$ cat config.mk
export PLATFORM = sky130hd
export DESIGN_NAME = rocc_unit
export DESIGN_NICKNAME = d
export VERILOG_FILES = /design/src/rtl/rocc_unit.sv
export SDC_FILE = /design/constraint.sdc
export NUM_CORES = 1
export LEC_CHECK = 0
export ABC_CLOCK_PERIOD_IN_PS = 7000
export CORE_AREA = 2 2 181 183
export CTS_BUF_LIST = sky130_fd_sc_hd__clkbuf_4
export DETAILED_ROUTE_END_ITERATION = 10
export DIE_AREA = 0 0 183 185
export PLACE_DENSITY = 0.71
export SLEW_MARGIN = 20
export SYNTH_ARGS = -nofsm -noshare
export SYNTH_HDL_FRONTEND = slang
export SYNTH_SLANG_ARGS = --single-unit
$ cat constraint.sdc
create_clock -name clk_i -period 7 [get_ports clk_i]
set_input_delay 1.05 -clock clk_i [delete_from_list [all_inputs] [get_ports clk_i]]
set_output_delay 1.05 -clock clk_i [all_outputs]
set_load 0.01 [all_outputs]
$ cat src/rtl/rocc_unit.sv
// RoCC execute-stage responder: forwards one custom instruction to an accelerator and returns its result.
// Optional response timeout is enabled by defining ROCC_TIMEOUT_EN.
module rocc_unit #(
   parameter int unsigned TRANS_ID_BITS  = 3,
   parameter int unsigned TIMEOUT_CYCLES = 1024
) (
   input  logic                     clk_i,
   input  logic                     rst_i,
   input  logic                     flush_i,
   input  logic                     rocc_valid_i,
   output logic                     rocc_ready_o,
   input  logic [31:0]              rocc_instr_i,
   input  logic [63:0]              rs1_i,
   input  logic [63:0]              rs2_i,
   input  logic [TRANS_ID_BITS-1:0] trans_id_i,
   output logic                     cmd_valid_o,
   input  logic                     cmd_ready_i,
   output logic [31:0]              cmd_instr_o,
   output logic [63:0]              cmd_rs1_o,
   output logic [63:0]              cmd_rs2_o,
   input  logic                     resp_valid_i,
   output logic                     resp_ready_o,
   input  logic [63:0]              resp_data_i,
   output logic                     rocc_wb_valid_o,
   output logic [TRANS_ID_BITS-1:0] rocc_trans_id_o,
   output logic [63:0]              rocc_result_o,
   output logic                     rocc_ex_valid_o,
   output logic                     busy_o
);

   typedef enum logic [1:0] {IDLE, CMD, WAIT_RESP, DRAIN} state_e;

   state_e                   state_q;
   logic [31:0]              instr_q;
   logic [63:0]              rs1_q;
   logic [63:0]              rs2_q;
   logic [TRANS_ID_BITS-1:0] tag_q;
   logic                     xd_q;
   logic                     cmd_valid_q;
   logic                     busy_q;
   logic                     wb_valid_q;
   logic                     ex_valid_q;
   logic [63:0]              result_q;
   logic [TRANS_ID_BITS-1:0] wb_tag_q;
   logic                     accept;
   logic                     cmd_fire;
   logic                     tmo_hit;

   assign rocc_ready_o = (state_q == IDLE) && !flush_i;
   assign resp_ready_o = (state_q == WAIT_RESP) || (state_q == DRAIN);
   assign accept       = rocc_valid_i && rocc_ready_o;
   assign cmd_fire     = cmd_valid_q && cmd_ready_i;

`ifdef ROCC_TIMEOUT_EN
   localparam int unsigned CNT_W = (TIMEOUT_CYCLES > 1) ? $clog2(TIMEOUT_CYCLES) : 1;
   logic [CNT_W-1:0] tmo_cnt_q;

   // Counter sits at zero outside WAIT_RESP, so it reads 0 on the first waiting cycle.
   always_ff @(posedge clk_i or posedge rst_i) begin
      if (rst_i) begin
         tmo_cnt_q <= '0;
      end else if (state_q != WAIT_RESP) begin
         tmo_cnt_q <= '0;
      end else begin
         tmo_cnt_q <= tmo_cnt_q + 1'b1;
      end
   end

   assign tmo_hit = (tmo_cnt_q == CNT_W'(TIMEOUT_CYCLES - 1));
`else
   assign tmo_hit = 1'b0;
`endif

   always_ff @(posedge clk_i or posedge rst_i) begin
      if (rst_i) begin
         state_q     <= IDLE;
         instr_q     <= '0;
         rs1_q       <= '0;
         rs2_q       <= '0;
         tag_q       <= '0;
         xd_q        <= 1'b0;
         cmd_valid_q <= 1'b0;
         busy_q      <= 1'b0;
         wb_valid_q  <= 1'b0;
         ex_valid_q  <= 1'b0;
         result_q    <= '0;
         wb_tag_q    <= '0;
      end else begin
         wb_valid_q <= 1'b0;
         ex_valid_q <= 1'b0;
         case (state_q)
            IDLE: begin
               if (accept) begin
                  instr_q     <= rocc_instr_i;
                  rs1_q       <= rs1_i;
                  rs2_q       <= rs2_i;
                  tag_q       <= trans_id_i;
                  xd_q        <= rocc_instr_i[14];
                  cmd_valid_q <= 1'b1;
                  busy_q      <= 1'b1;
                  state_q     <= CMD;
               end
            end
            CMD: begin
               // A handshake takes priority over a flush in the same cycle.
               if (cmd_fire) begin
                  cmd_valid_q <= 1'b0;
                  if (xd_q) begin
                     state_q <= flush_i ? DRAIN : WAIT_RESP;
                  end else begin
                     state_q <= IDLE;
                     busy_q  <= 1'b0;
                     if (!flush_i) begin
                        wb_valid_q <= 1'b1;
                        result_q   <= '0;
                        wb_tag_q   <= tag_q;
                     end
                  end
               end else if (flush_i) begin
                  cmd_valid_q <= 1'b0;
                  busy_q      <= 1'b0;
                  state_q     <= IDLE;
               end
            end
            WAIT_RESP: begin
               if (resp_valid_i) begin
                  state_q <= IDLE;
                  busy_q  <= 1'b0;
                  if (!flush_i) begin
                     wb_valid_q <= 1'b1;
                     result_q   <= resp_data_i;
                     wb_tag_q   <= tag_q;
                  end
               end else if (flush_i) begin
                  state_q <= DRAIN;
               end else if (tmo_hit) begin
                  wb_valid_q <= 1'b1;
                  ex_valid_q <= 1'b1;
                  result_q   <= {32'b0, instr_q};
                  wb_tag_q   <= tag_q;
                  state_q    <= DRAIN;
               end
            end
            DRAIN: begin
               if (resp_valid_i) begin
                  state_q <= IDLE;
                  busy_q  <= 1'b0;
               end
            end
            default: state_q <= IDLE;
         endcase
      end
   end

   assign cmd_valid_o     = cmd_valid_q;
   assign cmd_instr_o     = instr_q;
   assign cmd_rs1_o       = rs1_q;
   assign cmd_rs2_o       = rs2_q;
   assign rocc_wb_valid_o = wb_valid_q;
   assign rocc_ex_valid_o = ex_valid_q;
   assign rocc_result_o   = result_q;
   assign rocc_trans_id_o = wb_tag_q;
   assign busy_o          = busy_q;

endmodule

==> impl_metrics.ini, run 1 <==
[setup_path]
setup.worst_path.class = register to output pin
timing.critical_path.slowest_cell_delay_ps = 550
rr_startpoint = state_q[0]
worstPathCellList = inv_1 -> ha_2 -> buf_4 -> nor2_1 -> inv_1 -> clkdlybuf4s50_1
worst-path-buf-inv = 4
arrival_ps = 2770
worst-path-max-fanout = 69
end_kind = output pin
critical-path-slowest-cell = buf_4
cpMostUsedCell = inv_1
worst-endpoint-required_ps = 5950
cp_top_family = buffers and inverters
critical_path.startpoint_type = register
critPathLaunch = state_q[0]

[routing]
detail_route.wl_per_cell_um = 16.9
drcViolationCount = 0
drt_first_iter_violations = 180
detailedRoute.firstPassIterationCount = 4
totalWireLength_um = 27500
post_drt_via_cell_ratio = 4.33
antenna_left = 0
via_count = 7050

[layout]
finalNetCount = 1413
final_common_cell = clkdlybuf4s50_1
synthToLayoutAreaGrowth_pct = 61.9
n_fill_cell = 2933
post_route_cells_drive_above_1_share_pct = 23.6
final_cell_mix = 464 x clkdlybuf4s50_1, 235 x dfrtp_1, 168 x mux2_2, 103 x clkbuf_4, 69 x inv_1

[yosys]
avgSynthCellArea_um2 = 14.2
synth_seq_cells = 235
post_synthesis_async_set_or_reset_flop_share_pct = 100
synth_warnings = 0
synth-edff-count = 0
syn-instance-count = 667
synth_top_flop_cell = dfrtp_1
yosysUniqueCellTypes = 28
synth_sequential_area_ratio_pct = 62.3
syn-num-nets = 906
post_synth_instance_area_mm2 = 0.00944

[grt]
globalRouteOverflowTotal = 0
number_of_antenna_violations_at_the_first_check_in_global_routing = 2
grt_start_max_net_pins = 165
track_usage_pct = 16.0
first_global_vias = 7677
grt_first_pass_wirelength_um = 42000

[clock_network]
worst_path_clk_slew_ps = 60
ctsHoldBuffers = 0
cts_root_buf = clkbuf_4
h-tree-depth = 3
insertion_delay_ps = 650
cts_tree = built
worst_case_clock_buffer_depth = 3
clock_buffers_created_by_tritoncts = 70
post_cts.repair.setup_buffers = 0
cts_resized = 0
cts_sinks = 235

[floorplan]
fp-row-count = 66
fp.coreArea_mm2 = 0.0320
starting_utilization_of_the_core_area_pct = 29.5
num_io_pins = 466
fp.dieW_um = 183
dieHeight_um = 185
fp.dieArea_mm2 = 0.0339

[timing]
setup_repair_after_global_routing_missed_its_margin = false
maxSlewHeadroom_pct = 26.4
layout_worst_path_cycle_share_pct = 54.5
finalSetupTns_ps = 0
finalSetupViolations = 0
achievable-frequency_mhz = 262
hold_violations = 0
timing.final.crit_period_ps = 3820
pins_over_slew_limit = 0
clock_skew_ps = 36.1
tightestPinTransition_ps = 1100

[placement]
post-dp-hpwl_um = 19600
gp_congestion = 0.821
place.port_buffers = 464

[power]
post-layout-total-power_mw = 5.87
power_density_mw_per_mm2 = 384
vdd.ir_drop.worst_mv = 0.251
p_leak_nw = 6.36

[hold_path]
min-delay-start = tag_q[0]
hold_path_class = register to register

[flow_run]
timing.max_cap.violations = 0

[run_status]
run_status = finished, final reports clean
==> kinds of logic after synthesis <==
| family | count (synthesis) | share of synthesized area (%) |
|---|---|---|
| AND/OR/NAND/NOR | 78 | 3.50 |
| other | 1 | 0.0397 |
| adder cells (fa/ha/maj) | 6 | 0.795 |
| buffers and inverters | 104 | 5.66 |
| flip-flops | 235 | 62.3 |
| multiplexers | 233 | 26.9 |
| AO/OA/AOI/OAI | 10 | 0.808 |
==> state kept, by name, indices dropped and copies added, names as in the netlist <==
signal / flops
cmd_rs1_o: 64
state_q: 2
tag_q: 3
busy_o: 1
rocc_wb_valid_o: 1
rocc_result_o: 64
rocc_trans_id_o: 3
cmd_rs2_o: 64
cmd_instr_o: 32
cmd_valid_o: 1
==> cell usage after synthesis, drive strengths merged (2+ instances only) <==
cell,count,area share [%]
mux2,168,20
inv,70,2.8
buf,27,2.6
clkbuf,7,0.28
ha,6,0.79
nor2b,2,0.21
nor3b,2,0.16
o21ai,2,0.11
a21oi,2,0.11
nand2,66,2.7
nor3,2,0.11
mux2i,65,6.9
nor2,2,0.080
nand3,2,0.11
dfrtp,235,62
==> through the flow <==
step	utilization [%]	setup slack, ps	hold slack (ps)	cells	instance area, um^2
2_1_floorplan	-	2870	475	667	9450
3_3_place_gp	45.0	3650	484	1510	14400
3_5_place_dp	45.0	3530	490	1510	14400
4_1_cts	47.7	3070	503	1626	15300
5_1_grt	47.7	2920	514	1627	15300
6_report	47.7	3180	499	1628	15300
==> final timing paths <==
| kind | to | slack [ps] | cells past startpoint |
|---|---|---|---|
| setup / recovery | resp_ready_o | 3180 | 6 |
| hold / removal | tag_q[0] | 500 | 1 |
| setup reg to reg | rocc_result_o[8] | 3940 | 8 |
| hold reg to reg | tag_q[0] | 500 | 1 |
| max in group asynchronous | cmd_instr_o[15] | 4820 | 3 |
| min in group asynchronous | cmd_rs1_o[51] | 820 | 2 |
==> cell type report <==
cell class                 count  area [um^2]  area share, %
clock buffer                 103          773           5.06
multi-input combinational    328         3040           19.9
clock inverter                13          103          0.671
antenna                        2         5.00         0.0327
timing repair buffer         469         4710           30.8
tap                          408          510           3.34
sequential                   235         5880           38.5
inverter                      70          267           1.74
==> routing by layer <==
metal	wire (um)	track usage, %	vias up
met4	699	6.91	0
met5	0	0	-
met3	3030	7.98	53
li1	-	-	3272
met1	9820	16.6	3394
met2	14000	27.5	331
==> worst reg2reg max path: stages, from the launching register on <==
cell,delay (ps)
dfrtp_1,390
inv_1,110
ha_2,190
buf_4,320
nor2b_4,280
a221oi_2,230
and3_4,300
buf_4,770
mux2i_1,360
==> report_power, final <==
group,total [mW],switching (mW),internal [mW]
Clock,1.32,0.585,0.740
Combinational,2.40,0.918,1.49
Sequential,2.15,0.273,1.87
(Power assumes the default switching activity.)
==> run 2, diff against run 1 <==
Settings changed: ABC_CLOCK_PERIOD_IN_PS 7000 to 4000, CORE_AREA 2 2 181 183 to 2 2 179 181, DIE_AREA 0 0 183 185 to 0 0 181 183, PLACE_DENSITY 0.71 to 0.7.
Clock period 7 ns to 4 ns, I/O delays scaled along.
==> run 2 against run 1 <==
Routed wire length down 1.9%. Utilization rose by 1.1 points. Flip-flop and latch count did not move. Sequential share of layout area grew 0.15 points. Highest routed layer unchanged. Largest cell class unchanged.
==> impl_metrics.ini, run 2 (synthesized netlist as in run 1, its figures left out) <==
[run_status]
run_status = finished, final reports clean

[routing]
drt_first_iter_violations = 181
drcViolationCount = 0
via_count = 6988
post_drt_via_cell_ratio = 4.34
detailedRoute.firstPassIterationCount = 6
detail_route.wl_per_cell_um = 16.8
totalWireLength_um = 27000
antenna_left = 0

[floorplan]
num_io_pins = 466
fp.dieArea_mm2 = 0.0331
fp.coreArea_mm2 = 0.0312
fp.dieW_um = 181
fp-row-count = 65
dieHeight_um = 183
starting_utilization_of_the_core_area_pct = 30.2

[timing]
finalSetupTns_ps = 0
maxSlewHeadroom_pct = 44.0
achievable-frequency_mhz = 364
finalSetupViolations = 0
tightestPinTransition_ps = 840
timing.final.crit_period_ps = 2750
setup_repair_after_global_routing_missed_its_margin = false
final.setup.worst_slack_ps = 1250
clock_skew_ps = 54.5
pins_over_slew_limit = 0
hold_violations = 0
layout_worst_path_cycle_share_pct = 68.7

[layout]
synthToLayoutAreaGrowth_pct = 61.3
final_area_mm2 = 0.0152
finish.cell_count_without_fillers = 1610
n_fill_cell = 2797
final_common_cell = clkdlybuf4s50_1
post_route_cells_drive_above_1_share_pct = 23.3
final_cell_mix = 464 x clkdlybuf4s50_1, 235 x dfrtp_1, 168 x mux2_2, 91 x clkbuf_4, 69 x inv_1
finalNetCount = 1414

[placement]
post-dp-hpwl_um = 19600
gp_congestion = 0.785
place_worst_setup_slack_ps = 1070
placement_cell_area_mm2 = 0.0145
place.port_buffers = 464
post_place_cells = 1508

[flow_run]
timing.max_cap.violations = 0

[clock_network]
h-tree-depth = 3
insertion_delay_ps = 630
clock_buffers_created_by_tritoncts = 67
post_cts.repair.setup_buffers = 0
worst_path_clk_slew_ps = 60
worst_case_clock_buffer_depth = 3
cts_sinks = 235
cts_root_buf = clkbuf_4
cts_tree = built
cts_resized = 0
ctsHoldBuffers = 0

[grt]
grt_first_pass_wirelength_um = 42200
track_usage_pct = 16.2
number_of_antenna_violations_at_the_first_check_in_global_routing = 1
globalRouteOverflowTotal = 0
grt_start_max_net_pins = 122
first_global_vias = 7690

[power]
net-switching-power_mw = 3.07
vdd.ir_drop.worst_mv = 0.429
power_density_mw_per_mm2 = 661
swShare_pct = 30.5
p_leak_nw = 6.32
clock_network_fraction_of_total_power_pct = 20.7
share_of_total_power_in_sequential_cells_pct = 37.3
pwr-share-comb_pct = 42.0
int_pwr_mw = 6.99

[setup_path]
worst-path-max-fanout = 4
worst-path-buf-inv = 2
setup.worst_path.class = register to output pin
arrival_ps = 2150
end_kind = output pin
critical-path-slowest-cell = clkdlybuf4s50_1
cp_top_family = buffers and inverters
critical_path.startpoint_type = register
timing.critical_path.slowest_cell_delay_ps = 570
worstPathCellList = inv_1 -> ha_1 -> nor2b_1 -> clkdlybuf4s50_1
worst-endpoint-required_ps = 3400

[hold_path]
hold_path_class = input pin to asynchronous set/reset pin
-- run 2: worst paths after layout --
check                      slack [ps]  depth (start not counted)     startpoint                 to
max                              1250                          4     state_q[1]       rocc_ready_o
min                               240                          2          rst_i      cmd_rs1_o[54]
max reg2reg                      1600                          5     state_q[1]      cmd_rs2_o[60]
min reg2reg                       500                          1  cmd_rs2_o[62]      cmd_rs2_o[62]
max in group asynchronous        2790                          3          rst_i  rocc_result_o[27]
min in group clk_i                500                          1  cmd_rs2_o[62]      cmd_rs2_o[62]
-- run 2: per-stage QoR --
step | hold WS [ps] | total power, mW | util (%)
floorplan | 475 | 5.71 | -
global placement | 485 | 8.00 | 46.3
detailed placement | 492 | 8.07 | 46.3
CTS | 146 | 10.3 | 48.8
global route | 159 | 10.7 | 48.8
finish | 236 | 10.1 | 48.8
-- run 2: layer usage --
layer | GRT usage [%] | vias to the layer above | routed length, um
met4 | 6.73 | 0 | 785
met1 | 17.6 | 3339 | 10000
li1 | - | 3253 | -
met3 | 7.43 | 54 | 2830
met5 | 0 | - | 0
met2 | 27.4 | 342 | 13400
-- run 2: area by class of cell --
cell class	instances	area (um^2)	area share (%)
sequential	235	5880	38.6
clock buffer	91	683	4.49
tap	402	503	3.30
inverter	70	267	1.75
clock inverter	10	77.6	0.509
multi-input combinational	328	3040	20.0
antenna	1	2.50	0.0164
timing repair buffer	473	4770	31.3
-- run 2: power groups by stage --
stage          registers (mW)  logic, mW  clock network [mW]
2_1_floorplan            4.16       1.56                   0
3_3_place_gp             3.76       4.24                   0
3_5_place_dp             3.79       4.28                   0
4_1_cts                  3.77       4.30                2.19
5_1_grt                  3.88       4.50                2.34
6_report                 3.76       4.23                2.08
